### src/rtl/noc_vc_input_buffer_if.sv
`default_nettype none
// ============================================================================
// Module      : noc_vc_input_buffer_if
// Description : Upstream, downstream and status bundle of the per-VC input
//               buffer. The buffer uses the slave view. The driving
//               environment uses the master view.
// Revision    : 1.0 - initial release
// ============================================================================
interface noc_vc_input_buffer_if #(
  parameter int FLIT_WIDTH = 64,
  parameter int CHANNELS   = 2,
  parameter int DEPTH      = 8
);
  localparam int CW = $clog2(DEPTH + 1);

  logic                         i_clear;
  logic [CHANNELS-1:0]          i_valid;
  logic [CHANNELS-1:0]          o_ready;
  logic [FLIT_WIDTH-1:0]        i_flit;
  logic [CHANNELS-1:0]          o_credit_return;
  logic [CHANNELS-1:0]          o_valid;
  logic [CHANNELS-1:0]          i_ready;
  logic [CHANNELS*FLIT_WIDTH-1:0] o_flit;
  logic [CHANNELS*CW-1:0]       o_count;
  logic [CHANNELS-1:0]          o_empty;
  logic [CHANNELS-1:0]          o_full;
  logic [CHANNELS-1:0]          o_almost_full;
  logic [1:0]                   o_error;

  modport master (
    output i_clear, i_valid, i_flit, i_ready,
    input  o_ready, o_credit_return, o_valid, o_flit, o_count,
           o_empty, o_full, o_almost_full, o_error
  );

  modport slave (
    input  i_clear, i_valid, i_flit, i_ready,
    output o_ready, o_credit_return, o_valid, o_flit, o_count,
           o_empty, o_full, o_almost_full, o_error
  );
endinterface
`default_nettype wire

### src/rtl/noc_vc_input_buffer.sv
`default_nettype none
// ============================================================================
// Module      : noc_vc_input_buffer
// Description : Per-virtual-channel input buffer for a router input port.
//               Each channel has one FIFO. The FIFO reports its occupancy and
//               has an almost-full flag. Upstream flow control is valid/ready
//               or credit based. Overflow and multi-hot pushes are recorded in
//               sticky protocol-error bits.
// Revision    : 1.0 - initial release
// ============================================================================
module noc_vc_input_buffer #(
  parameter int FLIT_WIDTH  = 64,
  parameter int CHANNELS    = 2,
  parameter int DEPTH       = 8,
  parameter int AFULL_LEVEL = 6,
  parameter int CREDIT_MODE = 0
) (
  input  wire logic           clk,
  input  wire logic           rst,
  noc_vc_input_buffer_if.slave bus
);
  localparam int CW = $clog2(DEPTH + 1);
  localparam int PW = $clog2(DEPTH);
  localparam logic [CW-1:0] C_DEPTH = CW'(DEPTH);
  localparam logic [CW-1:0] C_AFULL = CW'(AFULL_LEVEL);
  localparam logic          C_CREDIT = (CREDIT_MODE != 0);

  logic                w_multi_hot;
  logic [CHANNELS-1:0] w_full;
  logic [CHANNELS-1:0] w_pop;
  logic [CHANNELS-1:0] w_push;
  logic [CHANNELS-1:0] w_overflow;
  logic [CHANNELS-1:0] r_credit;
  logic [1:0]          r_error;

  // A push is legal only when at most one channel is addressed this cycle
  assign w_multi_hot = (bus.i_valid & (bus.i_valid - CHANNELS'(1))) != '0;

  generate
    for (genvar c = 0; c < CHANNELS; c++) begin : g_ch
      logic [FLIT_WIDTH-1:0] r_mem [DEPTH];
      logic [PW-1:0]         r_wr_ptr;
      logic [PW-1:0]         r_rd_ptr;
      logic [CW-1:0]         r_count;

      assign w_full[c] = (r_count == C_DEPTH);
      assign w_pop[c]  = (r_count != '0) && bus.i_ready[c];

      if (CREDIT_MODE != 0) begin : g_credit
        // Upstream counts credits. A push into a full channel is accepted
        // only when a pop in the same cycle frees a slot. Otherwise the
        // push is a protocol violation.
        assign w_push[c]     = bus.i_valid[c] && !w_multi_hot && (!w_full[c] || w_pop[c]);
        assign w_overflow[c] = bus.i_valid[c] && !w_multi_hot && w_full[c] && !w_pop[c];
        assign bus.o_ready[c] = 1'b1;
      end else begin : g_valid_ready
        // Ready depends only on the registered state. A same-cycle pop does
        // not let a push into a full channel.
        assign w_push[c]     = bus.i_valid[c] && !w_multi_hot && !w_full[c];
        assign w_overflow[c] = 1'b0;
        assign bus.o_ready[c] = !w_full[c];
      end

      // Storage write. A flush in the same cycle drops the flit.
      always_ff @(posedge clk) begin
        if (w_push[c] && !bus.i_clear) begin
          r_mem[r_wr_ptr] <= bus.i_flit;
        end
      end

      // Pointers and occupancy. Clear overrides push and pop.
      always_ff @(posedge clk or posedge rst) begin
        if (rst) begin
          r_wr_ptr <= '0;
          r_rd_ptr <= '0;
          r_count  <= '0;
        end else if (bus.i_clear) begin
          r_wr_ptr <= '0;
          r_rd_ptr <= '0;
          r_count  <= '0;
        end else begin
          if (w_push[c]) r_wr_ptr <= r_wr_ptr + PW'(1);
          if (w_pop[c])  r_rd_ptr <= r_rd_ptr + PW'(1);
          case ({w_push[c], w_pop[c]})
            2'b10:   r_count <= r_count + CW'(1);
            2'b01:   r_count <= r_count - CW'(1);
            default: r_count <= r_count;
          endcase
        end
      end

      assign bus.o_valid[c]                          = (r_count != '0);
      assign bus.o_empty[c]                          = (r_count == '0);
      assign bus.o_full[c]                           = w_full[c];
      assign bus.o_almost_full[c]                    = (r_count >= C_AFULL);
      assign bus.o_count[c*CW +: CW]                 = r_count;
      assign bus.o_flit[c*FLIT_WIDTH +: FLIT_WIDTH]  = r_mem[r_rd_ptr];
    end
  endgenerate

  // One credit pulse per popped flit, a cycle late. Flushed flits return none.
  always_ff @(posedge clk or posedge rst) begin
    if (rst) begin
      r_credit <= '0;
    end else if (bus.i_clear) begin
      r_credit <= '0;
    end else begin
      r_credit <= w_pop & {CHANNELS{C_CREDIT}};
    end
  end

  // Sticky protocol errors: [1] multi-hot push, [0] overflow
  always_ff @(posedge clk or posedge rst) begin
    if (rst) begin
      r_error <= 2'b00;
    end else if (bus.i_clear) begin
      r_error <= 2'b00;
    end else begin
      r_error <= r_error | {w_multi_hot, |w_overflow};
    end
  end

  assign bus.o_credit_return = r_credit;
  assign bus.o_error         = r_error;

endmodule
`default_nettype wire

### src/flat_wrapper.sv
// flat-port wrapper written by rule: the top's interface ports become plain ports
module noc_vc_input_buffer_flat 
#(
  parameter int FLIT_WIDTH  = 64,
  parameter int CHANNELS    = 2,
  parameter int DEPTH       = 8,
  parameter int AFULL_LEVEL = 6,
  parameter int CREDIT_MODE = 0
)
  (clk, rst, bus_i_clear, bus_i_valid, bus_i_flit, bus_i_ready, bus_o_ready, bus_o_credit_return, bus_o_valid, bus_o_flit, bus_o_count, bus_o_empty, bus_o_full, bus_o_almost_full, bus_o_error);
  noc_vc_input_buffer_if #(.FLIT_WIDTH(FLIT_WIDTH), .CHANNELS(CHANNELS), .DEPTH(DEPTH)) bus_i ();
  input  wire logic clk;
  input  wire logic rst;
  input wire logic [$bits(bus_i.i_clear)-1:0] bus_i_clear;
  input wire logic [$bits(bus_i.i_valid)-1:0] bus_i_valid;
  input wire logic [$bits(bus_i.i_flit)-1:0] bus_i_flit;
  input wire logic [$bits(bus_i.i_ready)-1:0] bus_i_ready;
  output wire logic [$bits(bus_i.o_ready)-1:0] bus_o_ready;
  output wire logic [$bits(bus_i.o_credit_return)-1:0] bus_o_credit_return;
  output wire logic [$bits(bus_i.o_valid)-1:0] bus_o_valid;
  output wire logic [$bits(bus_i.o_flit)-1:0] bus_o_flit;
  output wire logic [$bits(bus_i.o_count)-1:0] bus_o_count;
  output wire logic [$bits(bus_i.o_empty)-1:0] bus_o_empty;
  output wire logic [$bits(bus_i.o_full)-1:0] bus_o_full;
  output wire logic [$bits(bus_i.o_almost_full)-1:0] bus_o_almost_full;
  output wire logic [$bits(bus_i.o_error)-1:0] bus_o_error;
  assign bus_i.i_clear = bus_i_clear;
  assign bus_i.i_valid = bus_i_valid;
  assign bus_i.i_flit = bus_i_flit;
  assign bus_i.i_ready = bus_i_ready;
  assign bus_o_ready = bus_i.o_ready;
  assign bus_o_credit_return = bus_i.o_credit_return;
  assign bus_o_valid = bus_i.o_valid;
  assign bus_o_flit = bus_i.o_flit;
  assign bus_o_count = bus_i.o_count;
  assign bus_o_empty = bus_i.o_empty;
  assign bus_o_full = bus_i.o_full;
  assign bus_o_almost_full = bus_i.o_almost_full;
  assign bus_o_error = bus_i.o_error;
  noc_vc_input_buffer #(.FLIT_WIDTH(FLIT_WIDTH), .CHANNELS(CHANNELS), .DEPTH(DEPTH), .AFULL_LEVEL(AFULL_LEVEL), .CREDIT_MODE(CREDIT_MODE)) u_core (.clk(clk), .rst(rst), .bus(bus_i));
endmodule
### config.mk
export PLATFORM = sky130hd
export DESIGN_NAME = noc_vc_input_buffer_flat
export DESIGN_NICKNAME = d
export VERILOG_FILES = /design/src/rtl/noc_vc_input_buffer_if.sv /design/src/rtl/noc_vc_input_buffer.sv /design/src/flat_wrapper.sv
export SDC_FILE = /design/constraint.sdc
export NUM_CORES = 1
export LEC_CHECK = 0
export CELL_PAD_IN_SITES_DETAIL_PLACEMENT = 1
export CELL_PAD_IN_SITES_GLOBAL_PLACEMENT = 2
export CORE_MARGIN = 5
export CORE_UTILIZATION = 54
export CTS_BUF_LIST = sky130_fd_sc_hd__clkbuf_8
export DETAILED_ROUTE_END_ITERATION = 8
export GPL_TIMING_DRIVEN = 0
export PLACE_DENSITY_LB_ADDON = 0.1
export SYNTH_ARGS = -nofsm -noshare
export SYNTH_HDL_FRONTEND = slang
export SYNTH_SLANG_ARGS = --single-unit
### constraint.sdc
create_clock -name clk -period 25.4 [get_ports clk]
set_input_delay 5.08 -clock clk [delete_from_list [all_inputs] [get_ports clk]]
set_output_delay 5.08 -clock clk [all_outputs]
set_load 0.01 [all_outputs]
Word level (Yosys, flattened, before mapping)
Memories as Yosys holds them, arrays and structs flattened.
Index checks and enable logic that the tools add are counted.
- memories: 2
- logic and storage cells: 68
- output and inout bits: 150
- RAM bits: 1024
- bits in registers: 22
- input port bits: 71
- memories (memory ; words ; width ; rd ports ; clocked after Yosys merged registers in ; wr ports ; line ; RTL):
    u_core.g_ch[0].r_mem ; 8 ; 64 ; 1 ; 0 ; 1 ; noc_vc_input_buffer.sv:41 ; logic [FLIT_WIDTH-1:0] r_mem [DEPTH];
    u_core.g_ch[1].r_mem ; 8 ; 64 ; 1 ; 0 ; 1 ; noc_vc_input_buffer.sv:41 ;
- magnitude comparators: 2
- eq/ne operators: 6
- mux-type cells: 17
- bitwise operators: 2
- reductions and logical operators: 23
- $add $sub $neg: 9
- operators with widths (cell ; count):
    $mux 3 ; 8
    $pmux 4 s2 ; 2
    $add 3x1->3 const B ; 4
    $reduce_bool 2->1 ; 5
    $add 4x1->4 const B ; 2
    $eq 4x4->1 const B ; 2
    $ge 4x3->1 const B ; 2
    $logic_and 1x1->1 ; 8
    $logic_not 4->1 ; 2
    $mux 4 ; 2
    $reduce_bool 4->1 ; 2
    $sub 4x1->4 const B ; 2
    $reduce_bool 3->1 ; 2
    $eq 2x1->1 const B ; 2
    $eq 2x2->1 const B ; 2
    $logic_not 1->1 ; 4
    $mux 1 ; 4
    $and 2x2->2 ; 1
    $mux 2 ; 1
    $or 2x2->2 ; 1
    $sub 2x1->2 const B ; 1

Depth between registers and ports, before layout
- word-level depth: 9
- mapped depth: 8

Least setup slack after synthesis
Ideal clock, no wire load.
- path type: input to register
- from: input port bus_i_valid[0]
- to: memory u_core.g_ch[1].r_mem[4][0], enable pin
- data required time: 24.734 ns
- buffers on the path: 0
- stages: 3
- library setup time: 0.666 ns
- slack: 12.406 ns
- data arrival time: 12.328 ns
- cells stage by stage: nand2b_1 -> or3_2 -> nor4b_1
- cells in the longest elaborated chain, start to end: 9
- ends and longest elaborated chain (what ; line ; RTL):
    start: declaration ; flat_wrapper.sv:15 ; input wire logic [$bits(bus_i.i_valid)-1:0] bus_i_valid;
    $sub 2x1->2 ; noc_vc_input_buffer.sv:37 ; assign w_multi_hot = (bus.i_valid & (bus.i_valid - CHANNELS'(1))) != '0;
    $and 2x2->2 * ; noc_vc_input_buffer.sv:37 ;
    $reduce_bool 2->1 * ; noc_vc_input_buffer.sv:37 ;
    $logic_not 1->1 * ; noc_vc_input_buffer.sv:59 ; assign w_push[c] = bus.i_valid[c] && !w_multi_hot && !w_full[c];
    $logic_and 1x1->1 * (2 in a row) ; noc_vc_input_buffer.sv:59 ;
    $logic_and 1x1->1 * ; noc_vc_input_buffer.sv:66 ; if (w_push[c] && !bus.i_clear) begin
    $mux 1 * ; noc_vc_input_buffer.sv:66 ;
    $mux 1 (not written as such) * ; noc_vc_input_buffer.sv:67 ; r_mem[r_wr_ptr] <= bus.i_flit;
    end: declaration ; noc_vc_input_buffer.sv:41 ;
Mark *: on every way between the ends. The rest lies on a longest branch, timed or not.

Final worst setup path
- from: register u_core.g_ch[1].r_rd_ptr[1]
- to: output port bus_o_flit[81]
- cells in the longest elaborated chain, start to end: 1
- ends and longest elaborated chain (what ; line ; RTL):
    start: declaration ; noc_vc_input_buffer.sv:43 ; logic [PW-1:0] r_rd_ptr;
    start signal: assignment ; noc_vc_input_buffer.sv:83 ; if (w_pop[c]) r_rd_ptr <= r_rd_ptr + PW'(1);
    $mem_v2 8x64 ; - ;
    end: declaration ; flat_wrapper.sv:21 ; output wire logic [$bits(bus_i.o_flit)-1:0] bus_o_flit;
No other way between the ends.

==> metrics.yaml <==
status: "complete, no violations"
synthFlopType: "edfxtp_1"
final_cell_mix: "1,024 x edfxtp_1, 256 x mux4_2, 217 x clkdlybuf4s50_1"
final_common_cell: "edfxtp_1"
ir_worst_vdd_uv: 49.99
grt_pass1_wl_mm: 140.8
hold_end: "u_core.bus.o_error[1]"
numCtsBuffers: 167
first_iter_violations: 1573
yosys_warnings: 0
gr-total-overflow: 0
dieArea_um2: 79180
seq_power_share_pct: 48.5
start_util_pct: 54.51
swShare_pct: 25.72
clock_latency_ns: 0.80
powerDensity_nw_per_um2: 84.54
final.period_utilization_pct: 36.02
setup_viol: 0
cp.required_ns: 20.32
synth_seq_area_share_pct: 78.63
syn-cell-area_um2: 39770
syn_avg_cell_area_um2: 24.10
setup-tns-final_ns: 0
cell_internal_pwr_mw: 2.977
worst_ep_arrival_time_ns: 4.07
regArea_um2: 31280
cap_violations: 0
drc_errors: 0
r2r_slack_ns: 21.77
synth_top_family_by_area: "multiplexers"
rr_endpoint: "u_core.g_ch[0].r_mem[2][22]"
hp-start: "u_core.bus.o_error[1]"
tritoncts: "built"
yosys.area_share.simple_pct: 1.189
ys_ff_latch: 1045
core_area_um2: 72960
crit_start: "u_core.g_ch[1].r_rd_ptr[1]"
hold_buffers: 0
r2r-start: "u_core.g_ch[0].r_count[0]"
synthAdderAreaFrac_pct: 0.3523
die_x_um: 281.4
fin_crit_ns: 9.149
grt_use_total_pct: 24.49
drive_above_1_share_pct: 33.07
p_switching_mw: 1.031
wl_per_cell_um: 29.31
ant_nets: 0
skew_ns: 0.03183
cp_max_fo: 10
worstMarginPinSlew_ns: 1.310
clkPwrFrac_pct: 31.9
relSlewSlack_pct: 12.63
hp-class: "reg -> reg"
synth_edf_count: 1024
fmax_ghz: 0.1093
synthToLayoutAreaGrowth_pct: 19.21
hold_depth: 2
final-hold-violation-count: 0
root_buffer: "clkbuf_8"
total_power_mw: 4.008
ys_types: 44
fin_nets: 2245
cp-end-kind: "primary output"
synth_xor_area_share_pct: 0.1982
criticalPathCategory: "reg -> out"
vias: 19152
cts.sinks: 1045
multiInputGateArea_um2: 8247
die-height_um: 281.4
num-fill-cells: 5800
crit_path_start_kind: "register"
ff2ff_path_depth: 12
drv_slew: 0
clk_pin_slew_ns: 0.05
io_buffers: 217
first_pass_iters: 5
htreeDepth: 4
wl_mm: 95.29
syn_inst: 1650
synth_compound_area_share_pct: 0.3744
grt_max_degree: 24
num_rows: 99
total_leakage_power_nw: 15.23
cts_resized: 0
vias_per_cell: 5.891
routabilityCongestion: 0.7159
grt_setup_unrepaired: "false"
cts_buffer_depth: 3
muxShareOfSynthArea_pct: 18.33
async_flop_share_pct: 2.010
post-dp-hpwl_mm: 63.62
grt_pass1_vias: 20903
io-pin-count: 221
antenna_found_initial: 4
combPwrFrac_pct: 19.7
cts_setup_buffers: 0
==> layer usage <==
layer / vias to the layer above / track usage, % / wire (um)
met1: 10272 / 33.47 / 38580
met2: 672 / 41.17 / 49050
met4: 2 / 6.572 / 1918
met3: 128 / 5.076 / 5737
met5: - / 0 / 7
li1: 8078 / - / -
==> power groups by stage <==
stage	clock network (mW)	registers, mW	logic [mW]
2_1_floorplan	0	1.98	0.461
3_3_place_gp	0	1.98	0.779
3_5_place_dp	0	1.98	0.802
4_1_cts	1.31	1.94	0.808
5_1_grt	1.40	1.94	0.842
6_report	1.28	1.94	0.789
==> worst max-delay path by stage <==
stage / endpoint / slack [ns] / cells past startpoint
CTS: bus_o_flit[81] / 16.14 / 5
floorplan: u_core.g_ch[1].r_mem[4][0] / 12.41 / 3
detailed placement: u_core.g_ch[1].r_mem[4][19] / 16.71 / 9
finish: bus_o_flit[81] / 16.25 / 5
global placement: u_core.g_ch[1].r_mem[4][19] / 3.64 / 4
global route: bus_o_flit[81] / 16.13 / 5
==> through the flow <==
stage	setup slack [ns]	instance area, um^2	instances	hold WS [ns]	util [%]
after floorplan	12.41	39780	1652	0.5263	-
after global placement	3.636	43150	2828	0.4815	59.15
after global routing	16.13	47410	3250	0.5506	64.98
final	16.25	47410	3251	0.5168	64.99
after CTS	16.14	47410	3248	0.5098	64.98
after detailed placement	16.71	44480	2954	0.4968	60.97
==> cell type report <==
cell class	instances	share of cell area, %
sequential	1045	65.96
multi-input combinational	523	17.39
timing repair buffer	343	7.165
clock buffer	171	4.964
tap	959	2.531
clock inverter	123	1.206
buffer	79	0.7231
inverter	5	0.03958
antenna	3	0.01583
==> cells in the mapped netlist, types with 2 or more instances <==
cell | n | area [um^2]
a21o_1 | 2 | 15.01
clkbuf_1 | 40 | 150.1
buf_4 | 4 | 30.03
xor2_1 | 4 | 35.03
nand2_1 | 20 | 75.07
edfxtp_1 | 1024 | 30750
dfrtp_1 | 21 | 525.5
inv_1 | 4 | 15.01
nand3b_1 | 3 | 22.52
mux2i_1 | 4 | 40.04
mux4_2 | 256 | 5766
fa_1 | 2 | 40.04
nand3_1 | 3 | 15.01
nor2b_1 | 6 | 37.54
nor3_1 | 9 | 45.04
mux2_2 | 132 | 1486
buf_2 | 24 | 120.1
nor4b_1 | 5 | 43.79
nand2b_1 | 6 | 37.54
nor4_1 | 3 | 18.77
xnor2_1 | 5 | 43.79
nor2_1 | 24 | 90.09
a21oi_1 | 11 | 55.05
o41ai_1 | 2 | 17.52
buf_1 | 10 | 37.54
ha_1 | 8 | 100.1
==> critical path, stage by stage, from the launching register on <==
cell,delay [ns]
dfrtp_1,0.52
clkbuf_1,0.80
buf_1,0.69
mux4_2,0.42
mux2_2,0.34
clkdlybuf4s50_1,0.51
==> flip-flops by register name, indices dropped and copies added, names as in the netlist <==
name                  flops
u_core.g_ch.r_mem      1024
u_core.g_ch.r_wr_ptr      6
u_core.bus.o_error        1
u_core.g_ch.r_rd_ptr      6
u_core.g_ch.r_count       8
==> cell families (layout without fill, tap and decap cells) <==
group	after synthesis	in the layout
flops	1045	1045
mux	392	392
simple gates	88	88
buf+inv	84	721
compound gates	21	21
fa+ha+maj	10	10
xor+xnor	9	9
other cells	1	6
Note: power is estimated with default switching activity, not from simulation.
